`config.mk`:
```
export PLATFORM = sky130hd
export DESIGN_NAME = stopwatch_apb_bridge
export DESIGN_NICKNAME = d
export VERILOG_FILES = /design/src/rtl/stopwatch_apb_bridge.sv
export SDC_FILE = /design/constraint.sdc
export NUM_CORES = 1
export LEC_CHECK = 0
export ABC_AREA = 1
export BUFFER_PORTS_ARGS = -buffer_cell sky130_fd_sc_hd__clkbuf_2
export CORE_MARGIN = 5
export CORE_UTILIZATION = 47
export CTS_BUF_LIST = sky130_fd_sc_hd__clkbuf_4
export CTS_CLUSTER_SIZE = 25
export DETAILED_ROUTE_END_ITERATION = 10
export GPL_ROUTABILITY_DRIVEN = 0
export PLACE_DENSITY = 0.9
export SETUP_SLACK_MARGIN = 0.3
export SLEW_MARGIN = 15
export SYNTH_ARGS = -nofsm -noshare
export SYNTH_HDL_FRONTEND = slang
export SYNTH_SLANG_ARGS = --single-unit
```
`constraint.sdc`:
```
create_clock -name clk -period 1.9 [get_ports clk]
set_clock_uncertainty 0.2 [all_clocks]
set_input_delay 0.38 -clock clk [delete_from_list [all_inputs] [get_ports clk]]
set_output_delay 0.38 -clock clk [all_outputs]
set_load 0.05 [all_outputs]
```
`src/rtl/stopwatch_apb_bridge.sv`:
```
// APB slave front end for the stopwatch pin interface: one rwenable strobe per transfer, count gating, reset sync.
// Optional decode with SLVERR is enabled by defining STOPWATCH_BRIDGE_ERR_EN.
module stopwatch_apb_bridge #(
  parameter int ADDR_W = 8
) (
  input  logic              clk,
  input  logic              reset_n,
  input  logic              psel,
  input  logic              penable,
  input  logic              pwrite,
  input  logic [ADDR_W-1:0] paddr,
  input  logic [31:0]       pwdata,
  output logic [31:0]       prdata,
  output logic              pready,
  output logic              pslverr,
  input  logic              count_en,
  output logic              sw_reset,
  output logic              sw_count,
  output logic              sw_rwenable,
  output logic              sw_rw,
  output logic [31:0]       sw_addr,
  output logic [31:0]       sw_data_i,
  input  logic [31:0]       sw_data_o,
  output logic              busy
);

  localparam logic [1:0] IDLE    = 2'd0;
  localparam logic [1:0] ISSUE   = 2'd1;
  localparam logic [1:0] CAPTURE = 2'd2;
  localparam logic [1:0] RESP    = 2'd3;

  logic [1:0]  state_q, state_d;
  logic        rst_meta_q, sw_reset_q;
  logic        count_en_q;
  logic        sw_rwenable_q, sw_rw_q, pready_q, pslverr_q, busy_q;
  logic [31:0] sw_addr_q, sw_data_q, prdata_q;
  logic [31:0] idx;
  logic        illegal;
  logic        unused_ok;

  // The transfer is accepted in either APB phase, so penable carries no information here.
  assign unused_ok = &{1'b0, penable, paddr[1:0]};
  assign idx       = 32'(paddr[ADDR_W-1:2]);

`ifdef STOPWATCH_BRIDGE_ERR_EN
  // Index 14+ also covers any address bits above the 6-bit index space.
  assign illegal = (idx >= 32'd14) || (pwrite && (idx == 32'd1));
`else
  assign illegal = 1'b0;
`endif

  // Stopwatch reset asserts with reset_n and releases two clock edges later.
  always_ff @(posedge clk or negedge reset_n) begin
    if (!reset_n) begin
      rst_meta_q <= 1'b0;
      sw_reset_q <= 1'b1;
    end else begin
      rst_meta_q <= 1'b1;
      sw_reset_q <= ~rst_meta_q;
    end
  end

  always_comb begin
    state_d = state_q;
    case (state_q)
      IDLE:    if (psel && !sw_reset_q) state_d = illegal ? RESP : ISSUE;
      ISSUE:   state_d = sw_rw_q ? CAPTURE : RESP;
      CAPTURE: state_d = RESP;
      default: state_d = IDLE;
    endcase
  end

  always_ff @(posedge clk or negedge reset_n) begin
    if (!reset_n) begin
      state_q       <= IDLE;
      count_en_q    <= 1'b0;
      sw_rwenable_q <= 1'b0;
      sw_rw_q       <= 1'b0;
      pready_q      <= 1'b0;
      pslverr_q     <= 1'b0;
      busy_q        <= 1'b0;
      sw_addr_q     <= '0;
      sw_data_q     <= '0;
      prdata_q      <= '0;
    end else begin
      state_q       <= state_d;
      count_en_q    <= count_en;
      sw_rwenable_q <= (state_d == ISSUE);
      pready_q      <= (state_d == RESP);
      pslverr_q     <= (state_q == IDLE) && (state_d == RESP);
      busy_q        <= (state_d != IDLE);
      if ((state_q == IDLE) && (state_d == ISSUE)) begin
        sw_rw_q   <= ~pwrite;
        sw_addr_q <= idx;
        sw_data_q <= pwdata;
      end
      if (state_q == CAPTURE) prdata_q <= sw_data_o;
    end
  end

  // Counting is held off for the whole access so data_o stays stable until capture.
  assign sw_count    = count_en_q & (state_q == IDLE) & ~sw_reset_q;
  assign sw_reset    = sw_reset_q;
  assign sw_rwenable = sw_rwenable_q;
  assign sw_rw       = sw_rw_q;
  assign sw_addr     = sw_addr_q;
  assign sw_data_i   = sw_data_q;
  assign prdata      = prdata_q;
  assign pready      = pready_q;
  assign pslverr     = pslverr_q;
  assign busy        = busy_q;

endmodule

```
==> results.md <==
* Synthesized area per cell at 9.31 um^2
* Fillers at 260
* Pwr/cell area at 2170 nW/um^2
* Worst Slack Setup Final at -82.3 ps
* Vias in the first global route at 3885
* CTS tree: built
* Reg-to-Reg End: sw_addr[5]
* First-pass GRT wire length at approximately 19000 um
* FF/Latch Area at 2000 um^2
* Crit path largest cell delay at 440 ps
* Root buf cell: clkbuf_4
* Starting Density at 0.481
* Max Cap Violations at 0
* Reg2Reg Depth at 11
* Data arrival, critical path at between 2000 and 2500 ps
* Starting DRT DRC Count at 186
* 1st-pass router iterations at 5
* DR vias at 3970
* Share of cells above drive strength 1 at 0.421
* Flop pwr share at 0.227
* Worst hold path stage count at 4
* I/O pin cnt at between 150 and 200
* Num Clock Sinks at 80
* Routed Antenna Nets at 0
* Max Fclk at approximately 500 MHz
* Switching share of total power at 0.504
* Failing checks: setup timing
* Clock Power Share at 0.071
* Hold Crit Class: in2reg
* Reg-to-reg startpoint: state_q[1]
* Die ar. at between 9000 and 10000 um^2
* Routed wl met2 at 8010 um
* Critical path peak fanout at 9
* Crit path cell chain: inv_2, ha_4, buf_4, buf_8, nand3_4, inv_2, nor2_4, nor2_8, buf_12, nand4_1, nand2_1
* Total grt overflow at 0
* Avg WL per Cell at 20.0 um
* Reg2reg setup slack at -80 ps
* Final setup viols at 19
* Post-synthesis register bit count at 80
* Site Rows at 31
* Outcome: finished, violations left
* Placed cells at 614
* Switch Pwr at 7210 uW
* Tot GR Track Use at 0.275
* Synth Instances at ~380
* Most used cell, CP: inv_2
* Sequential-to-total area share from yosys stat at 0.574
* Synth warn at 0
* Post-Syn Area at 3490 um^2
* Core ar. at a little over 7000 um^2
* Die Wd at 96.2 um
* H-tree lvl count at 3
* M1 WL at 5160 um
* Crit end category: flop
* P_int at 7100 uW
* Distinct cells, synth at 23
* Period utilisation layout at 1.04
* TritonCTS Buffers at 9
* Layout Cells excl Fill at 761
* Initial antenna violation count at 0
* Uppermost layer routed: met4
* Die span in y at 96.2 um
* DRC viols at 0
* P_leak at about 0.0035 uW
* Worst skew pair latency at 420 ps
* IO buf count at 151
* Hold wc startpoint: pwrite
* Critical path launch point type: flop
* Worst Hold End: sw_rw
* Routed wire length at 15200 um
* Fin. Hold Viols at 0
* Antenna Diode Count at 0
* RSZ-0062 raised after global routing: yes
* Crit path max-delay cell type: dfrtp_1
* Area delta synth->final at 89.1%
* Total power at 14300 uW
* Drt via density at approximately 5.2
* Largest net degree at the start of global routing at 45
* Area occupied by multi-input gates at 1310 um^2
* Nets at roughly 740
* CP Class: reg2reg
* Slew Viols, Final at 0
* WL met3 at 1270 um
* Reg clk slew, reported paths at roughly 130 ps
* Peak supply drop at 0.00132 V
* Post-route minimum period at 1980 ps
* Post-DP HPWL at 6270 um
* CTS max path bufs at 2
* Critical Path RT at 2050 ps
* Combinational power share at 0.701
==> worst max-delay path by stage <==
stage | startpoint | end | slack [ps] | cells past startpoint
after floorplan | state_q[0] | sw_count | 70 | 6
after CTS | state_q[0] | sw_count | -70 | 5
after global routing | state_q[1] | sw_data_i[20] | -170 | 11
after detailed placement | state_q[0] | sw_data_i[26] | 20 | 8
after global placement | state_q[0] | sw_data_i[2] | 80 | 8
final | state_q[1] | sw_addr[5] | -80 | 11
==> repair_timing <==
| item | 4_1_cts | 5_1_grt |
|---|---|---|
| gates cloned | 1 | 4 |
| endpoints found under the setup margin | 126 | 153 |
| hold buffers | 72 | 0 |
| resized for setup | 162 | 104 |
| endpoints found under the hold margin | 150 | 0 |
| buffers inserted | 18 | 36 |
| pin swaps | 3 | 5 |
==> per-stage QoR <==
step                setup TNS (ps)  worst slack, ps  utilization  area [um^2]  hold WS, ps
finish                        -501            -82.3        0.910         6600         38.9
global route                 -3070             -166        0.910         6600         22.4
CTS                          -66.8            -66.8        0.834         6050         15.8
detailed placement               0             22.4        0.595         4310         99.3
global placement                 0             78.7        0.595         4310         90.7
floorplan                        0             73.8            -         3620         -116
==> power groups by stage <==
| stage | Clock [uW] | Sequential [uW] | Combinational [uW] |
|---|---|---|---|
| final | 1020 | 3260 | 10000 |
| after global routing | 1090 | 3330 | 10400 |
| after CTS | 1020 | 2990 | 8180 |
| after detailed placement | 0 | 2930 | 6490 |
| after global placement | 0 | 2900 | 6350 |
| after floorplan | 0 | 5460 | 2440 |
==> area by class of cell <==
type                    instances  share of cell area
clock buffers                  11              0.0125
inverters                      11             0.00701
repair buffers                296               0.451
well taps                      99              0.0188
flip-flops and latches         80               0.304
multi-input cells             259               0.198
clock inverters                 5             0.00872
==> routing by layer <==
layer | up-vias | track usage
met1 | 1947 | 0.288
met4 | 0 | 0.141
met5 | - | 0.0119
li1 | 1705 | -
met3 | 72 | 0.0727
met2 | 246 | 0.500
==> critical path: cells and delay by family (launching register included) <==
kind                       cells  cell delay (ps)
and+or+nand+nor                5              580
adders and majority gates      1              150
DFF                            1              440
buffers and inverters          5              560
==> sequential cells by signal, summed over array words and instances, names as in the netlist <==
register	flops
busy	1
count_en_q	1
prdata	32
pready	1
pslverr	1
rst_meta_q	1
state_q	2
sw_addr	6
sw_data_i	32
sw_reset	1
sw_rw	1
sw_rwenable	1
==> cell usage in the layout, fill, tap and decap left out, types with 4 or more instances in the layout <==
master,count
buf_12,8
nand2_2,15
buf_8,76
clkbuf_2,73
dlygate4sd3_1,72
clkbuf_16,4
clkbuf_4,12
conb_1,27
inv_1,4
dfrtp_1,79
nand2_1,160
nand4_1,39
inv_2,5
buf_4,58
==> cell usage after synthesis <==
library cell,instances,area [um^2]
nand4_1,39,244
buf_6,5,56.3
nor2_1,3,11.3
nor2_4,1,11.3
and3_1,1,6.26
buf_2,3,15.0
conb_1,2,7.51
buf_8,1,15.0
nand4_2,1,12.5
dfrtp_1,79,1980
nand2_1,167,627
buf_4,27,203
dfstp_2,1,26.3
nand3_2,2,20.0
nor2_8,1,20.0
a21oi_2,1,8.76
ha_1,4,50.1
clkbuf_1,9,33.8
nand2_2,11,68.8
nand3_4,1,17.5
inv_2,4,15.0
buf_1,5,18.8
inv_1,7,26.3
==> cell families (layout without fill, tap and decap cells) <==
logic type               count (synthesis)  count (layout)  share of synthesized area
AND/OR/NAND/NOR                        227             227                      0.297
flip-flops                              80              80                      0.574
buffers and inverters                   61             323                      0.110
adder cells (fa/ha/maj)                  4               4                     0.0143
other                                    2              27                    0.00215
AO/OA/AOI/OAI                            1               1                    0.00251
(Power assumes the default switching activity.)
